`src/rtl/conv1_pkg.sv`:
```
// Shared conv1 types: feature-map geometry, stream tags and streamer FSM states.
package conv1_pkg;

  localparam int C1_OUT_H = 27;
  localparam int C1_OUT_W = 27;
  localparam int C1_OUT_C = 96;
  localparam int C1_DW    = 16;

  typedef logic [15:0] c1_feat_t;

  typedef struct packed {
    logic [4:0] row;
    logic [4:0] col;
    logic [6:0] ch;
  } c1_tag_t;

  typedef enum logic [1:0] {IDLE, RUN, DONE} c1_strm_state_e;

  // Raster order with channel fastest; the row saturates at the last row.
  function automatic c1_tag_t c1_tag_next(input c1_tag_t t, input logic [4:0] row_max,
                                          input logic [4:0] col_max, input logic [6:0] ch_max);
    c1_tag_t n;
    n = t;
    if (t.ch == ch_max) begin
      n.ch = '0;
      if (t.col == col_max) begin
        n.col = '0;
        if (t.row != row_max) n.row = t.row + 5'd1;
      end else begin
        n.col = t.col + 5'd1;
      end
    end else begin
      n.ch = t.ch + 7'd1;
    end
    return n;
  endfunction

endpackage

```
`src/rtl/conv1_skid_fifo.sv`:
```
// Two-entry FIFO holding returned buffer data with its tags; head is read combinationally.
module conv1_skid_fifo #(
  parameter int PW = 33
) (
  input  logic          clk,
  input  logic          rst,
  input  logic          push,
  input  logic          pop,
  input  logic [PW-1:0] wdata,
  output logic [PW-1:0] rdata,
  output logic [1:0]    count
);
  logic [PW-1:0] mem [2];
  logic          wr_ptr, rd_ptr;
  logic          wr_en, rd_en;

  // A push into a full FIFO is only legal alongside a pop (the slot being freed).
  assign wr_en = push && ((count != 2'd2) || pop);
  assign rd_en = pop && (count != 2'd0);
  assign rdata = mem[rd_ptr];

  always_ff @(posedge clk) begin
    if (rst) begin
      mem[0] <= '0;
      mem[1] <= '0;
      wr_ptr <= 1'b0;
      rd_ptr <= 1'b0;
      count  <= 2'd0;
    end else begin
      if (wr_en) begin
        mem[wr_ptr] <= wdata;
        wr_ptr      <= ~wr_ptr;
      end
      if (rd_en) rd_ptr <= ~rd_ptr;
      count <= count + 2'(wr_en) - 2'(rd_en);
    end
  end

endmodule

```
`src/rtl/conv1_ofmap_streamer.sv`:
```
// Drains the conv1 output map from its buffer as a tagged valid/ready stream with a running checksum.
module conv1_ofmap_streamer
  import conv1_pkg::*;
#(
  parameter int H  = C1_OUT_H,
  parameter int W  = C1_OUT_W,
  parameter int C  = C1_OUT_C,
  parameter int DW = C1_DW,
  parameter int AW = $clog2(H*W*C)
) (
  input  logic          clk,
  input  logic          rst,
  input  logic          start,
  output logic          busy,
  output logic          done,
  output logic          mem_rd_en,
  output logic [AW-1:0] mem_rd_addr,
  input  logic [DW-1:0] mem_rd_data,
  output logic          out_valid,
  input  logic          out_ready,
  output logic [DW-1:0] out_data,
  output logic [4:0]    out_row,
  output logic [4:0]    out_col,
  output logic [6:0]    out_ch,
  output logic          out_last,
  output logic [31:0]   checksum
);
  localparam int           PW      = DW + $bits(c1_tag_t);
  localparam logic [AW:0]  N_BEATS = (AW+1)'(H*W*C);
  localparam logic [4:0]   ROW_MAX = 5'(H-1);
  localparam logic [4:0]   COL_MAX = 5'(W-1);
  localparam logic [6:0]   CH_MAX  = 7'(C-1);

  c1_strm_state_e state_q, state_d;
  logic [AW:0]    issued;
  c1_tag_t        iss_tag, rd_tag, head_tag;
  logic           inflight, accept, pop;
  logic [1:0]     fifo_cnt;
  logic [2:0]     occ;
  logic [PW-1:0]  head;

  assign accept    = (state_q == IDLE) && start;
  assign pop       = out_valid && out_ready;
  assign busy      = (state_q == RUN);
  assign done      = (state_q == DONE);

  // Occupancy counts the read in flight; a same-cycle pop frees one slot.
  assign occ       = {1'b0, fifo_cnt} + {2'b0, inflight} - {2'b0, pop};
  assign mem_rd_en = (state_q == RUN) && (issued < N_BEATS) && (occ < 3'd2);
  assign mem_rd_addr = issued[AW-1:0];

  assign head_tag  = c1_tag_t'(head[PW-1:DW]);
  assign out_data  = head[DW-1:0];
  assign out_row   = head_tag.row;
  assign out_col   = head_tag.col;
  assign out_ch    = head_tag.ch;
  assign out_valid = (fifo_cnt != 2'd0);
  assign out_last  = out_valid && (head_tag.row == ROW_MAX) &&
                     (head_tag.col == COL_MAX) && (head_tag.ch == CH_MAX);

  conv1_skid_fifo #(.PW(PW)) u_fifo (
    .clk   (clk),
    .rst   (rst),
    .push  (inflight),
    .pop   (pop),
    .wdata ({rd_tag, mem_rd_data}),
    .rdata (head),
    .count (fifo_cnt)
  );

  always_ff @(posedge clk) begin
    if (rst) begin
      state_q  <= IDLE;
      issued   <= '0;
      iss_tag  <= '0;
      rd_tag   <= '0;
      inflight <= 1'b0;
      checksum <= '0;
    end else begin
      state_q  <= state_d;
      inflight <= mem_rd_en;
      if (accept) begin
        issued   <= '0;
        iss_tag  <= '0;
        checksum <= '0;
      end else begin
        if (mem_rd_en) begin
          issued  <= issued + 1'b1;
          rd_tag  <= iss_tag;
          iss_tag <= c1_tag_next(iss_tag, ROW_MAX, COL_MAX, CH_MAX);
        end
        if (pop) checksum <= checksum + 32'(out_data);
      end
    end
  end

  always_comb begin
    state_d = state_q;
    unique case (state_q)
      IDLE:    if (start) state_d = RUN;
      RUN:     if (pop && out_last) state_d = DONE;
      DONE:    state_d = IDLE;
      default: state_d = IDLE;
    endcase
  end

endmodule

```
`config.mk`:
```
export PLATFORM = sky130hd
export DESIGN_NAME = conv1_ofmap_streamer
export DESIGN_NICKNAME = d
export VERILOG_FILES = /design/src/rtl/conv1_pkg.sv /design/src/rtl/conv1_skid_fifo.sv /design/src/rtl/conv1_ofmap_streamer.sv
export SDC_FILE = /design/constraint.sdc
export NUM_CORES = 1
export LEC_CHECK = 0
export CAP_MARGIN = 20
export CORE_MARGIN = 2
export CORE_UTILIZATION = 50
export CTS_CLUSTER_DIAMETER = 60
export DETAILED_ROUTE_END_ITERATION = 6
export GPL_TIMING_DRIVEN = 0
export PLACE_DENSITY_LB_ADDON = 0.12
export SLEW_MARGIN = 0
export SYNTH_ARGS = -nofsm -noshare
export SYNTH_HDL_FRONTEND = slang
export SYNTH_SLANG_ARGS = --single-unit
```
`constraint.sdc`:
```
create_clock -name clk -period 4.9 [get_ports clk]
set_input_delay 1.225 -clock clk [delete_from_list [all_inputs] [get_ports clk]]
set_output_delay 1.225 -clock clk [all_outputs]
set_load 0.005 [all_outputs]
```
# After elaboration in Yosys (flattened, before gate mapping)
# Memory sizes are Yosys's and may differ from the RTL's. A register that Yosys moved wholly into a read port is not among the register bits.
# Index checks and enable logic that the tools add are counted.
# totals
reg_bits,91
latch_bits,0
ram_bits,66
romBits,0
inputBits,20
out_inout_bits,87
elab_cells,73
n_memories,1
# classes
n_addsub,9
mul,0
div,0
n_lt_le_gt_ge,2
eq_ne,11
shift,0
muxes,15
bitwise,3
reduce_logical,19
# memory_table
memory,depth,word_bits,rd,rd_clocked_by_memory_dff,wr,line,rtl
u_fifo.mem,2,33,1,1,2,conv1_skid_fifo.sv:13,logic [PW-1:0] mem [2];
# op_table
cell,count
$mux W33,1
$reduce_or A33 Y1,1
$add A32 B16 Y32,1
$add A18 B1 Y18 const B,1
$lt A18 B17 Y1 const B,1
$eq A5 B5 Y1 const B,3
$eq A7 B7 Y1 const B,2
$add A5 B1 Y5 const B,2
$logic_and A1 B1 Y1,10
$mux W1,9
$add A7 B1 Y7 const B,1
$mux W7,1
$reduce_and A2 Y1,3
$mux W5,1
$ne A5 B5 Y1 const B,1
$mux W2,2
$ne A2 B2 Y1 const B,2
$pmux W2 S2,1
$reduce_and A4 Y1,1
$add A2 B1 Y3,1
$lt A3 B2 Y1 const B,1
$not A1 Y1,3
$sub A3 B1 Y3,1
$add A2 B1 Y2,1
8 further kinds,8

# Longest topological paths before layout
# depth
depth_word,9
mapped_depth,16
ltp_nobuf,13

# Modules after synthesis
# A second synthesis with hierarchy kept.
# unflattened
cells_unflattened,832
hier_area_um2,8192.9
# by_module_without_submodules
mod,instances,cells_each,area_each_um2,seq_area_each_um2
conv1_ofmap_streamer,1,632,5016.1,1741.7
conv1_skid_fifo,1,200,3176.8,2082.0

# Worst setup path after synthesis
# OpenSTA, ideal clock, no wires.
# synth_path
path_type,input to output
startpoint,input port out_ready
endpoint,output port mem_rd_en
arrival_time_ps,3732
required_time_ps,3675
path_slack_ps,-57
path_stages,13
path_buffers,3
cell_sequence,o21ai_1 -> clkinv_1 -> clkbuf_1 -> ha_1 -> inv_1 -> nand2_1 -> fa_1 -> xnor2_1 -> and4b_1 -> o21ai_2 -> clkinv_2 -> buf_2 -> buf_2
# synth_via
elab_chain_cells,4
# synth_rtl
item,line,rtl
from (decl),conv1_ofmap_streamer.sv:20,"input logic out_ready,"
$logic_and A1 B1 Y1,conv1_ofmap_streamer.sv:43,assign pop = out_valid && out_ready;
net pop,conv1_ofmap_streamer.sv:37,"logic inflight, accept, pop;"
$sub A3 B1 Y3,conv1_ofmap_streamer.sv:48,"assign occ = {1'b0, fifo_cnt} + {2'b0, inflight} - {2'b0, pop};"
$lt A3 B2 Y1,conv1_ofmap_streamer.sv:49,assign mem_rd_en = (state_q == RUN) && (issued < N_BEATS) && (occ < 3'd2);
$logic_and A1 B1 Y1,conv1_ofmap_streamer.sv:49,
to (decl),conv1_ofmap_streamer.sv:16,"output logic mem_rd_en,"
# The timed path passes the listed nets, and every way through them passes these cells.

# Final worst setup path
# layout_path
startpoint,input port out_ready
endpoint,output port mem_rd_en
# layout_via
elab_chain_cells,4
# layout_rtl
item,line
$logic_and A1 B1 Y1,conv1_ofmap_streamer.sv:43
$sub A3 B1 Y3,conv1_ofmap_streamer.sv:48
$lt A3 B2 Y1,conv1_ofmap_streamer.sv:49
$logic_and A1 B1 Y1,conv1_ofmap_streamer.sv:49
# No other way between the ends.

==> impl_metrics.toml <==
[min_path]
hold_start = "issued[17]"
worstHoldEndpoint = "issued[17]"
hold_class = "reg2reg"
worstHoldPathCells = 1

[synthesis]
synth_top_area_share_pct = 25.20
synth_edf_count = 66
yosys-top-cells-area = "edfxtp_1, dfxtp_1, and2_1"
synth-seq-area-share_pct = 48.62
ys.flop_type = "dfxtp_1"
synth_common_cells = "dfxtp_1, nand2_1, and2_1, edfxtp_1, a21oi_1"
synthMostInstantiatedCell = "dfxtp_1"
yosysTopAreaCell = "edfxtp_1"
syn_avg_cell_area_um2 = 9.708
ys_types = 64
ys_warn_count = 0
synthesis.nets = 856
syn_area_mm2 = 0.007864
synthCells = 810
ys_ff_latch = 158
synth-async-reset-ratio_pct = 0

[detailed_routing]
drt-wirelength-per-cell_um = 17.56
drt_pass1_iterations = 4
postRouteAntennaNets = 0
vias = 6435
route.detailed.drc = 0
vias_per_cell = 5.524
wl_um = 20460
drt_iter0_markers = 393

[timing]
rsz0062_at_grt = "no"
report.final.slew_viol_count = 0
relSlewSlack_pct = 24.40
hold_viol = 0
finalSetupViolCount = 0
final.min_clock_period_ps = 4797
worst_pin_slew_ps = 1132
max_freq_mhz = 208.5
period_share_pct = 97.90
skew_ps = 8.273

[final_layout]
drive_gt1_share_pct = 11.54
final_nets = 986
instances_no_fill = 1165
syn2layout_area_growth_pct = 25.49
nFillCells = 1250
final_core_util_pct = 64.67

[clock_tree]
insertion_delay_ps = 430
cts_max_level = 4
tritoncts = "built"
clk_pin_slew_ps = 70
cts_made_buffers = 17
ctsHoldBuffers = 0
cts_root_buf = "clkbuf_16"
clock_sinks = 158
clk_path_buf_depth = 2

[flow_run]
cap_violations = 0

[grt]
grt_first_pass_wirelength_um = 32010
grt_pass1_vias = 6181
antenna_found_initial = 0
grt_max_degree = 34
grt-ovfl-total = 0
gr-usage-all-layers_pct = 25.06

[critical_path]
cp_max_fo = 3
reg2reg_slack_ps = 300
r2r_cells = 12
cp-start-kind = "primary input"
endpoint_kind = "primary output"
critPathKind = "in2out"
reg2reg_to = "checksum[31]"
arrival_ps = 3570
required_ps = 3670

[floorplan]
row_count = 45
boundaryPins = 107
die_h_um = 129.4
dieArea_mm2 = 0.01675
core_area_mm2 = 0.01526
initial_core_util_pct = 51.54
die_x_um = 129.4

[placement]
dpl.hpwl_um = 14980
portBuffers = 106
post-place-cells = 1128
gp_congestion = 0.8783

[power_and_ir_drop]
pwr_density_cell_mw_per_mm2 = 390.6
power_leakage_nw = 3.621
vdd_drop_max_v = 0.0002739

[outcome]
status = "finished clean"
## worst max-delay path, stage by stage
cell             delay, ps
dlygate4sd2_1          290
o21ai_4                100
clkinv_4                70
ha_1                   280
inv_1                   70
nand2_1                 80
fa_2                   360
xnor2_2                160
and4b_2                300
o21ai_4                 90
clkinv_4                60
clkdlybuf4s50_1        500
## timing repair
action                     in CTS  in global routing
pin swaps                       1                  2
setup endpoints to repair       3                  1
gates resized for setup         7                  2
setup buffers                   5                  1
gates cloned                    1                  0
## metrics by stage
step | TNS [ps] | hold WS (ps) | total power, mW | setup slack (ps) | instance area (µm²)
after CTS | 0 | 456.7 | 3.855 | 67.43 | 9848
after detailed placement | -18240 | 440.2 | 2.555 | -1885 | 9221
after global placement | -13950 | 436.2 | 2.525 | -1828 | 9190
after global routing | 0 | 492.3 | 4.028 | 2.963 | 9866
after floorplan | 0 | 422.5 | 2.110 | 29.19 | 7865
final | 0 | 463.2 | 3.854 | 102.8 | 9868
## final cells by class
class                      instances  area [µm²]  area share [%]
buffer                            55       274.0           2.777
multi-input combinational        576        3725           37.75
antenna                            1       2.502         0.02536
timing repair inverter             1       5.005         0.05072
tap                              211       264.0           2.675
inverter                          18       77.57          0.7861
clock inverter                    15       146.4           1.483
sequential                       158        3824           38.75
clock buffer                      17       425.4           4.311
timing repair buffer             113        1125           11.40
## kinds of logic after synthesis
logic type	after synthesis	synth area share, %
AOI/OAI and AO/OA	141	10.98
xor gates and xnor gates	33	3.675
adders and majority gates	26	4.328
buffers and inverters	76	4.534
DFF	158	48.62
muxes	34	4.821
and+or+nand+nor	342	23.04
## how the worst max path moves through the flow
| stage | startpoint | to | slack, ps | cells past startpoint |
|---|---|---|---|---|
| 6_report | out_ready | mem_rd_en | 100 | 12 |
| 5_1_grt | out_ready | mem_rd_en | 3 | 12 |
| 4_1_cts | out_ready | mem_rd_en | 70 | 12 |
| 3_5_place_dp | out_ready | mem_rd_en | -1890 | 15 |
| 3_3_place_gp | out_ready | mem_rd_en | -1830 | 15 |
| 2_1_floorplan | out_ready | mem_rd_en | 30 | 13 |
## state kept, by name, indices dropped and copies added, names as in the netlist, named ones only
name           cells
iss_tag           17
issued            18
inflight           1
state_q            2
u_fifo.wr_ptr      1
u_fifo.rd_ptr      1
u_fifo.count       2
rd_tag            17
u_fifo.mem        66
checksum          32
## power by group
part,total [mW],switching (mW),internal (mW)
Clock,1.27,0.598,0.675
Sequential,1.51,0.0496,1.46
Combinational,1.07,0.593,0.477
## layer usage
layer  vias to the layer above  GRT usage (%)  share of wire, %
li1                       3143              -                 -
met1                      3047          32.51                44
met2                       212          41.67                47
met3                        33          5.120               6.2
met4                         0          9.298               2.4
met5                         -              0                 0
## placed cells by master, fill, tap and decap left out, types with 5 or more instances in the layout
master	count
buf_4	23
or3_1	11
xor2_1	17
buf_1	5
a31oi_1	5
clkbuf_1	30
xnor2_1	15
nand3b_1	6
clkbuf_16	17
a21o_1	5
a21oi_1	61
a211oi_1	6
nand3_1	29
inv_8	5
nor2_1	47
nor2b_1	7
nand4_1	24
mux2_2	31
dfxtp_1	92
o21ai_0	32
ha_1	24
clkdlybuf4s50_1	105
and2_1	71
and3_1	14
clkinv_4	5
inv_1	16
nor3_1	15
edfxtp_1	66
nand2_1	88
or4_1	8
No activity file was read; power rests on OpenSTA's default activity.
